===== src/rtl/wb_arbiter_pkg.sv =====
// Shared types and widths for the writeback arbiter and its per-source FIFOs.
package wb_arbiter_pkg;

  localparam int unsigned NSRC     = 4;
  localparam int unsigned ROBID_W  = 7;
  localparam int unsigned ECAUSE_W = 5;
  localparam int unsigned XLEN     = 32;

  typedef struct packed {
    logic                error;
    logic [ECAUSE_W-1:0] ecause;
    logic [ROBID_W-1:0]  robid;
    logic [XLEN-1:0]     result;
  } wb_pkt_t;

endpackage


===== src/rtl/wb_arbiter_fifo2.sv =====
// Small per-source result FIFO; flush and reset both empty it and drop a same-cycle push.
module wb_fifo2
  import wb_arbiter_pkg::*;
#(
  parameter int unsigned DEPTH = 2
) (
  input  logic                           clk,
  input  logic                           rst,
  input  logic                           i_flush,
  input  logic                           i_push,
  input  wb_pkt_t                        i_pkt,
  input  logic                           i_pop,
  output wb_pkt_t                        o_head,
  output logic [$clog2(DEPTH + 1)-1:0]   o_count,
  output logic                           o_empty
);

  localparam int unsigned CntW = $clog2(DEPTH + 1);
  localparam int unsigned PtrW = (DEPTH > 1) ? $clog2(DEPTH) : 1;
  localparam logic [PtrW-1:0] LastPtr = PtrW'(DEPTH - 1);
  localparam logic [CntW-1:0] FullCnt = CntW'(DEPTH);

  wb_pkt_t         r_mem [DEPTH];
  logic [PtrW-1:0] r_wr_ptr;
  logic [PtrW-1:0] r_rd_ptr;
  logic [CntW-1:0] r_count;
  logic            w_push;
  logic            w_pop;

  assign w_push = i_push && (r_count != FullCnt);
  assign w_pop  = i_pop && (r_count != '0);

  always_ff @(posedge clk) begin
    if (rst || i_flush) begin
      r_wr_ptr <= '0;
      r_rd_ptr <= '0;
      r_count  <= '0;
    end else begin
      if (w_push) r_wr_ptr <= (r_wr_ptr == LastPtr) ? '0 : r_wr_ptr + 1'b1;
      if (w_pop)  r_rd_ptr <= (r_rd_ptr == LastPtr) ? '0 : r_rd_ptr + 1'b1;
      case ({w_push, w_pop})
        2'b10:   r_count <= r_count + 1'b1;
        2'b01:   r_count <= r_count - 1'b1;
        default: r_count <= r_count;
      endcase
    end
  end

  // Storage needs no reset: count gates every read.
  always_ff @(posedge clk) begin
    if (w_push && !i_flush && !rst) r_mem[r_wr_ptr] <= i_pkt;
  end

  assign o_head  = r_mem[r_rd_ptr];
  assign o_count = r_count;
  assign o_empty = (r_count == '0);

endmodule


===== src/rtl/wb_arbiter.sv =====
// Round-robin writeback arbiter: one FIFO per functional-unit source, one registered
// writeback to the ROB per cycle.
module wb_arbiter #(
  parameter int unsigned NSRC  = wb_arbiter_pkg::NSRC,
  parameter int unsigned DEPTH = 2
) (
  input  logic                                     clk,
  input  logic                                     rst,
  input  logic [NSRC-1:0]                          src_valid,
  output logic [NSRC-1:0]                          src_ready,
  input  logic [NSRC*wb_arbiter_pkg::ROBID_W-1:0]  src_robid,
  input  logic [NSRC-1:0]                          src_error,
  input  logic [NSRC*wb_arbiter_pkg::ECAUSE_W-1:0] src_ecause,
  input  logic [NSRC*wb_arbiter_pkg::XLEN-1:0]     src_result,
  input  logic                                     rob_flush,
  output logic                                     wb_valid,
  output logic                                     wb_error,
  output logic [wb_arbiter_pkg::ECAUSE_W-1:0]      wb_ecause,
  output logic [wb_arbiter_pkg::ROBID_W-1:0]       wb_robid,
  output logic [wb_arbiter_pkg::XLEN-1:0]          wb_result
);

  import wb_arbiter_pkg::wb_pkt_t;
  import wb_arbiter_pkg::ROBID_W;
  import wb_arbiter_pkg::ECAUSE_W;
  import wb_arbiter_pkg::XLEN;

  localparam int unsigned CntW = $clog2(DEPTH + 1);
  localparam int unsigned IdxW = (NSRC > 1) ? $clog2(NSRC) : 1;
  localparam logic [CntW-1:0] FullCnt = CntW'(DEPTH);
  localparam logic [IdxW-1:0] LastIdx = IdxW'(NSRC - 1);

  wb_pkt_t         w_head  [NSRC];
  logic [CntW-1:0] w_count [NSRC];
  logic [NSRC-1:0] w_empty;
  logic [NSRC-1:0] w_push;
  logic [NSRC-1:0] w_grant;
  logic            w_grant_any;
  logic [IdxW-1:0] w_grant_idx;
  logic [IdxW-1:0] w_rr_ptr_d;
  logic [IdxW-1:0] r_rr_ptr;
  logic            r_wb_valid;
  wb_pkt_t         r_wb_pkt;

  for (genvar i = 0; i < NSRC; i++) begin : g_src
    wb_pkt_t w_pkt_in;

    assign w_pkt_in = {src_error[i], src_ecause[i*ECAUSE_W +: ECAUSE_W],
                       src_robid[i*ROBID_W +: ROBID_W], src_result[i*XLEN +: XLEN]};

    // Ready looks only at the registered count, never at this cycle's pop or flush.
    assign src_ready[i] = (w_count[i] < FullCnt) && !rst;
    assign w_push[i]    = src_valid[i] && src_ready[i];

    wb_fifo2 #(
      .DEPTH (DEPTH)
    ) u_fifo (
      .clk     (clk),
      .rst     (rst),
      .i_flush (rob_flush),
      .i_push  (w_push[i]),
      .i_pkt   (w_pkt_in),
      .i_pop   (w_grant[i]),
      .o_head  (w_head[i]),
      .o_count (w_count[i]),
      .o_empty (w_empty[i])
    );
  end

  // First non-empty source at or after the round-robin pointer wins.
  always_comb begin
    int unsigned idx;
    idx         = 0;
    w_grant_any = 1'b0;
    w_grant_idx = r_rr_ptr;
    w_grant     = '0;
    for (int unsigned k = 0; k < NSRC; k++) begin
      idx = (32'(r_rr_ptr) + k) % NSRC;
      if (!w_grant_any && !w_empty[idx]) begin
        w_grant_any = 1'b1;
        w_grant_idx = IdxW'(idx);
      end
    end
    if (w_grant_any) w_grant[w_grant_idx] = 1'b1;
  end

  always_comb begin
    w_rr_ptr_d = r_rr_ptr;
    if (w_grant_any) w_rr_ptr_d = (w_grant_idx == LastIdx) ? '0 : w_grant_idx + 1'b1;
  end

  always_ff @(posedge clk) begin
    if (rst || rob_flush) begin
      r_rr_ptr   <= '0;
      r_wb_valid <= 1'b0;
    end else begin
      r_rr_ptr   <= w_rr_ptr_d;
      r_wb_valid <= w_grant_any;
    end
  end

  always_ff @(posedge clk) begin
    if (w_grant_any) r_wb_pkt <= w_head[w_grant_idx];
  end

  assign wb_valid  = r_wb_valid;
  assign wb_error  = r_wb_pkt.error;
  assign wb_ecause = r_wb_pkt.ecause;
  assign wb_robid  = r_wb_pkt.robid;
  assign wb_result = r_wb_pkt.result;

endmodule


===== config.mk =====
export PLATFORM = sky130hd
export DESIGN_NAME = wb_arbiter
export DESIGN_NICKNAME = d
export VERILOG_FILES = /design/src/rtl/wb_arbiter_pkg.sv /design/src/rtl/wb_arbiter_fifo2.sv /design/src/rtl/wb_arbiter.sv
export SDC_FILE = /design/constraint.sdc
export NUM_CORES = 1
export LEC_CHECK = 0
export ABC_CLOCK_PERIOD_IN_PS = 6600
export CAP_MARGIN = 25
export CORE_AREA = 2 2 207 209
export CTS_CLUSTER_SIZE = 25
export DETAILED_ROUTE_END_ITERATION = 7
export DIE_AREA = 0 0 209 211
export GPL_TIMING_DRIVEN = 0
export SLEW_MARGIN = 20
export SYNTH_ARGS = -nofsm -noshare
export SYNTH_HDL_FRONTEND = slang
export SYNTH_SLANG_ARGS = --single-unit

===== constraint.sdc =====
create_clock -name clk -period 6.6 [get_ports clk]
set_clock_uncertainty 0.15 [all_clocks]
set_input_delay 1.32 -clock clk [delete_from_list [all_inputs] [get_ports clk]]
set_output_delay 1.32 -clock clk [all_outputs]
set_load 0.05 [all_outputs]

[Word level (Yosys, flattened, before mapping)]
Memory sizes are Yosys's and may differ from the RTL's. A register that Yosys moved wholly into a read port is not among the register bits.
Cells that the tools add are included.
Operators by class
  $lt $le $gt $ge: 11
  reductions and logical operators: 48
  bitwise logic cells: 1
  equal/unequal tests: 13
  $add $sub $neg: 20
  multiplexer cells: 50
Operators by type and width (number)
  45-bit binary-select mux with 2-bit select: 1
  45-bit two-way mux: 2
  1-bit two-way mux: 33
  1-bit logical AND: 28
  2-bit case mux with 2 select lines: 4
  2-bit nonzero test: 8
  2-bit by 3-bit less-than comparator with 1-bit output, second input constant: 5
  2-bit by 1-bit adder with 2-bit output, second input constant: 6
  2-bit == test, second input constant: 5
  1-bit adder, second input constant: 8
  1-bit binary-select mux with 2-bit select: 4
  2-bit by 1-bit == test with 1-bit output, second input constant: 4
  2-bit logical NOT: 4
  2-bit less-than comparator, second input constant: 4
  2-bit two-way mux: 4
  2-bit inequality test, second input constant: 4
  2-bit by 1-bit subtractor with 2-bit output, second input constant: 4
  1-bit logical NOT: 7
  2-bit adder, second input constant: 2
  4-bit two-way mux: 1
  3-bit greater-or-equal comparator, second input constant: 1
  2-bit inverter with 3-bit output: 1
  1-bit demux with 2-bit select: 1
  2-bit by 1-bit greater-or-equal comparator with 1-bit output, second input constant: 1
  1-bit logical OR: 1
Storage, ports and cells
  word-level logic and storage cells: 165
  bits in registers: 64
  RAM bits: 360
  output and inout bits: 50
  memories: 4
Memories
  g_src[0].u_fifo.r_mem: words 2, width 45, read ports 1, clocked after Yosys merged registers in 1, write ports 1, line wb_arbiter_fifo2.sv:23  | wb_pkt_t r_mem [DEPTH];
  g_src[1].u_fifo.r_mem: words 2, width 45, read ports 1, clocked after Yosys merged registers in 1, write ports 1, line wb_arbiter_fifo2.sv:23
  g_src[2].u_fifo.r_mem: words 2, width 45, read ports 1, clocked after Yosys merged registers in 1, write ports 1, line wb_arbiter_fifo2.sv:23
  g_src[3].u_fifo.r_mem: words 2, width 45, read ports 1, clocked after Yosys merged registers in 1, write ports 1, line wb_arbiter_fifo2.sv:23

[Longest topological paths before layout]
  word-level depth: 20
  gate-level depth with buffers: 13
  depth with buffers taken out: 10

[Cells and area by module]
From an unflattened synthesis, not the netlist that was laid out.
Unflattened totals
  cell total of the unflattened synthesis: 1016
  area total of the unflattened synthesis: 16902.5 um2
By module, submodules not included
  wb_fifo2: times used 4, cells each 168, area an instance 3469.6 um2
  wb_arbiter: times used 1, cells each 344, area an instance 3024.2 um2

[Least setup slack after synthesis]
No wires, ideal clock.
  path kind: input to register
  start point: input rst
  end point: memory g_src[0].u_fifo.r_mem[1][0] (netlist bit) (enable)
  stages on the path: 3
  arrival: 5.644 ns
  path slack: 0.293 ns
  library setup time: 0.513 ns
  cell sequence: nor2_1 > nand2_1 > nor3b_1
On the way
  word-level cells in the longest chain between the ends: 8
RTL lines
  from (decl): line wb_arbiter.sv:8  | input logic rst,
  1-bit logical NOT *: line wb_arbiter_fifo2.sv:51, wb_arbiter.sv:52
  1-bit logical AND: line wb_arbiter.sv:52  | assign src_ready[i] = (w_count[i] < FullCnt) && !rst;
  1-bit logical AND: line wb_arbiter.sv:53  | assign w_push[i] = src_valid[i] && src_ready[i];
  1-bit logical AND: line wb_arbiter_fifo2.sv:30  | assign w_push = i_push && (r_count != FullCnt);
  1-bit logical AND: line wb_arbiter_fifo2.sv:51  | if (w_push && !i_flush && !rst) r_mem[r_wr_ptr] <= i_pkt;
  1-bit logical AND *: line wb_arbiter_fifo2.sv:51
  1-bit two-way mux *: line wb_arbiter_fifo2.sv:51
  1-bit two-way mux (implied by the code) *: line wb_arbiter_fifo2.sv:51
  to (decl): line wb_arbiter_fifo2.sv:23
Mark *: on every way between the ends. The rest lies on a longest branch, timed or not.

[Final worst setup path]
  start point: input rst
  end point: output src_ready[2]
On the way
  word-level cells in the longest chain between the ends: 2
RTL lines
  1-bit logical NOT: line wb_arbiter.sv:52
  1-bit logical AND: line wb_arbiter.sv:52
  to (decl): line wb_arbiter.sv:10  | output logic [NSRC-1:0] src_ready,
No other way between the ends.

==> key figures <==
Die
  • I/O Pins: 237
  • Num rows: 75
  • Initial Util: 39.8%
  • DIE WIDTH: ~210 um
  • Chip Height: 211 um
  • Core area: between 40000 and 50000 um2
  • DIE AREA: 44100 um2

Detailed routing
  • Total length of routed wires: 43000 um
  • First DRT Iteration DRCs: 657
  • Routed len/inst: 23.1 um
  • DRT Pass-1 Iters: 4
  • Antenna viol nets, final: 0
  • Routed vias/inst: 5.15
  • DR DRC count: 0
  • Vias: 9565

Clock network
  • Clk slew on worst S/H paths: 60 ps
  • Clk root buf: clkbuf_16
  • Hold_buf cts: 0
  • Post-CTS setup buffer count: 0
  • H-tree level count: 2
  • Clock Path Buffers: 3
  • Cts bufs inserted: 45
  • Clk_lat worst skew: approximately 560 ps
  • Post-CTS sizing: 0
  • CTS tree: built
  • Clk sink count: 428

Critical path
  • CP Data Required Time: roughly 5100 ps
  • Worst path most repeated cell: clkdlybuf4s50_1
  • Critical path type: in -> out
  • CP cell instances: clkdlybuf4s50_1 > nor2_1 > clkdlybuf4s50_1
  • Reg2reg end: g_src[3].u_fifo.o_count[1]
  • Worst Setup EP: src_ready[2]
  • Critical Path Max Stage Delay: 830 ps
  • Max FO, Critical Path: 5
  • Worst Setup SP: rst
  • Flop2flop setup slack: 2490 ps
  • Critical path endpoint category: output port
  • Worst Reg-to-Reg Cells: 11
  • Crit start category: primary input
  • Worst r2r src: g_src[0].u_fifo.o_count[1]
  • Crit path DAT: roughly 2800 ps
  • Critical path's slowest cell: clkdlybuf4s50_1

Global route
  • Vias in the first global route: ~10k
  • Gr usage total: 19.5%
  • Pin count of the biggest net entering global routing: 27
  • First-pass GRT wire length: 62600 um
  • Total grt overflow: 0
  • Initial antenna violation count: 5

Logic synthesis
  • Mapped Area: 16600 um2
  • Net Count, Synth: 1144
  • Number of synthesized register bits: 428
  • Share of the synthesized area in the top cell type: between 70% and 80%
  • Warnings from Yosys: 0
  • Mean Syn Cell Area: 17.5 um2
  • Top cell type by total area after synthesis: edfxtp_1
  • Area contributors post-synth: edfxtp_1 (73%), mux2i_1 (5.4%), mux2_2 (5.4%), dfxtp_1 (2.8%), a211oi_1 (2.2%)
  • Register area share after synthesis: 76.0%
  • Synth Instances: ~950
  • Synth cell types: 41

Timing
  • Final hold vios: 0
  • Slew Limit Fails: 0
  • Fmax: 235 MHz
  • Final min period: about 4300 ps
  • Worst slew pin tran: 1030 ps
  • Final WS setup: 2340 ps
  • Crit share post-route: 64.6%
  • Min Hold Slack: 360 ps
  • Slew margin rel.: between 30% and 40%
  • Unrepaired setup endpoints after global routing: false
  • Setup violations, final: 0

Outcome
  • Outcome: completed

Power
  • Pwr dens: 308 nW/um2
  • Max VDD drop: 0.200 mV
  • Pleak: a little under 0.007 uW

Place
  • IO Port Bufs: roughly 240
  • Post-Place Setup Slack: 2340 ps
  • Routability-driven placement congestion ratio: 0.811
  • Hpwl dp: around 31000 um
  • Dpl cells: 1774

Cells and area
  • Layout Nets: 1474
  • Fraction of layout instances using a drive strength above 1: 16.9%
  • Synth-to-Final Area Change: 29.5%
  • Fin cells: 1857

Worst hold path
  • Worst hold path type: reg -> reg

Flow run
  • Max-Cap Viols: 0
==> where the power goes <==
part / switching, uW / internal [uW]
Clock: 1020 / 1470
Combinational: 601 / 380
Sequential: 43.7 / 3120
==> cell usage after synthesis <==
master,instances
a21oi_1,10
o21bai_1,1
nand3_1,1
and2_1,1
buf_2,3
nor2b_1,46
or3_1,4
buf_1,1
nor4_2,2
o21ba_2,1
a32oi_2,1
inv_1,2
o21ai_0,48
or4_1,2
a211oi_1,49
clkbuf_1,41
mux2_2,79
edfxtp_1,405
o21ai_1,6
mux2i_1,90
nand2_1,5
inv_2,1
a31oi_1,1
nor2_1,25
or2_2,2
nor3_1,6
buf_6,4
or2_1,1
dfxtp_1,23
o211ai_4,1
ha_1,5
buf_4,6
mux2_1,11
clkbuf_2,1
a2bb2oi_1,1
o31ai_1,1
nor3b_1,4
xnor2_1,7
xor2_1,8
nor4_1,1
o22ai_1,45
==> routing by layer <==
metal  share of wire (%)  GRT usage (%)
met1                  44           26.4
met2                  49           32.5
met3                 5.7           3.55
met4                 1.9           5.49
met5               0.093              0
==> metrics by stage <==
step           util, %  area (um2)  total power (uW)  TNS [ps]
2_1_floorplan        -       16600              3760         0
3_3_place_gp      47.0       19600              4190   -821500
3_5_place_dp      48.1       20100              4210         0
4_1_cts           51.5       21500              6700         0
5_1_grt           51.5       21500              6860         0
6_report          51.5       21500              6630         0
==> worst min path at each step <==
stage,startpoint,end,slack [ps],cells after the start
after floorplan,g_src[0].u_fifo.r_rd_ptr,flop,310,2
after global placement,g_src[0].u_fifo.r_rd_ptr,g_src[0].u_fifo.r_rd_ptr,330,2
final,g_src[0].u_fifo.r_rd_ptr,flop,360,2
after detailed placement,g_src[0].u_fifo.r_rd_ptr,flop,340,2
after CTS,g_src[0].u_fifo.r_rd_ptr,flop,360,2
after global routing,g_src[0].u_fifo.r_rd_ptr,flop,380,2
==> worst max-delay path, delay by kind of cell <==
kind | cells | cell delay [ps]
buf+inv | 2 | 1310
simple gates | 1 | 170
==> registers in the layout (all words and copies together), names as in the netlist, named ones only <==
name	flops
wb_valid	1
g_src.u_fifo.r_mem	360
wb_error	1
g_src.u_fifo.r_wr_ptr	4
r_rr_ptr	2
wb_robid	7
g_src.u_fifo.r_rd_ptr	4
g_src.u_fifo.o_count	8
wb_result	32
wb_ecause	5
==> cells in the final DEF, fill, tap and decap left out, drive strengths merged, types with 2 or more instances in the layout <==
| cell type | netlist | final |
|---|---|---|
| edfxtp | 405 | 405 |
| clkdlybuf4s50 | 0 | 235 |
| clkbuf | 42 | 103 |
| mux2i | 90 | 90 |
| mux2 | 90 | 90 |
| buf | 14 | 62 |
| o21ai | 54 | 54 |
| a211oi | 49 | 49 |
| nor2b | 46 | 46 |
| o22ai | 45 | 45 |
| nor2 | 25 | 25 |
| dfxtp | 23 | 23 |
| clkinv | 0 | 14 |
| a21oi | 10 | 10 |
| xor2 | 8 | 8 |
| xnor2 | 7 | 7 |
| nor3 | 6 | 6 |
| nand2 | 5 | 5 |
| ha | 5 | 5 |
| nor3b | 4 | 4 |
| or3 | 4 | 4 |
| bufinv | 0 | 4 |
| inv | 3 | 4 |
| nor4 | 3 | 3 |
| or2 | 3 | 3 |
| diode | 0 | 2 |
| or4 | 2 | 2 |
==> area by class of cell <==
cell class / count / area (um2)
diodes: 2 / 5.00
plain buffers: 56 / 269
clock buffers: 61 / 1240
clock inverters: 20 / 200
fillers: 3485 / 20200
inverters: 3 / 11.3
multi-input cells: 465 / 3770
flip-flops and latches: 428 / 12600
well taps: 539 / 674
repair buffers: 283 / 2730
==> cell families (layout without fill, tap and decap cells) <==
family / count (synthesis) / after routing / share of synthesized area (%)
DFF: 428 / 428 / 76.0
muxes: 180 / 180 / 11.5
AOI/OAI and AO/OA: 165 / 165 / 6.30
and+or+nand+nor: 100 / 100 / 3.38
buffers and inverters: 59 / 423 / 1.68
xor gates and xnor gates: 15 / 15 / 0.791
adders and majority gates: 5 / 5 / 0.376
other: 0 / 2 / 0
Power figures use the tool's default switching activity.
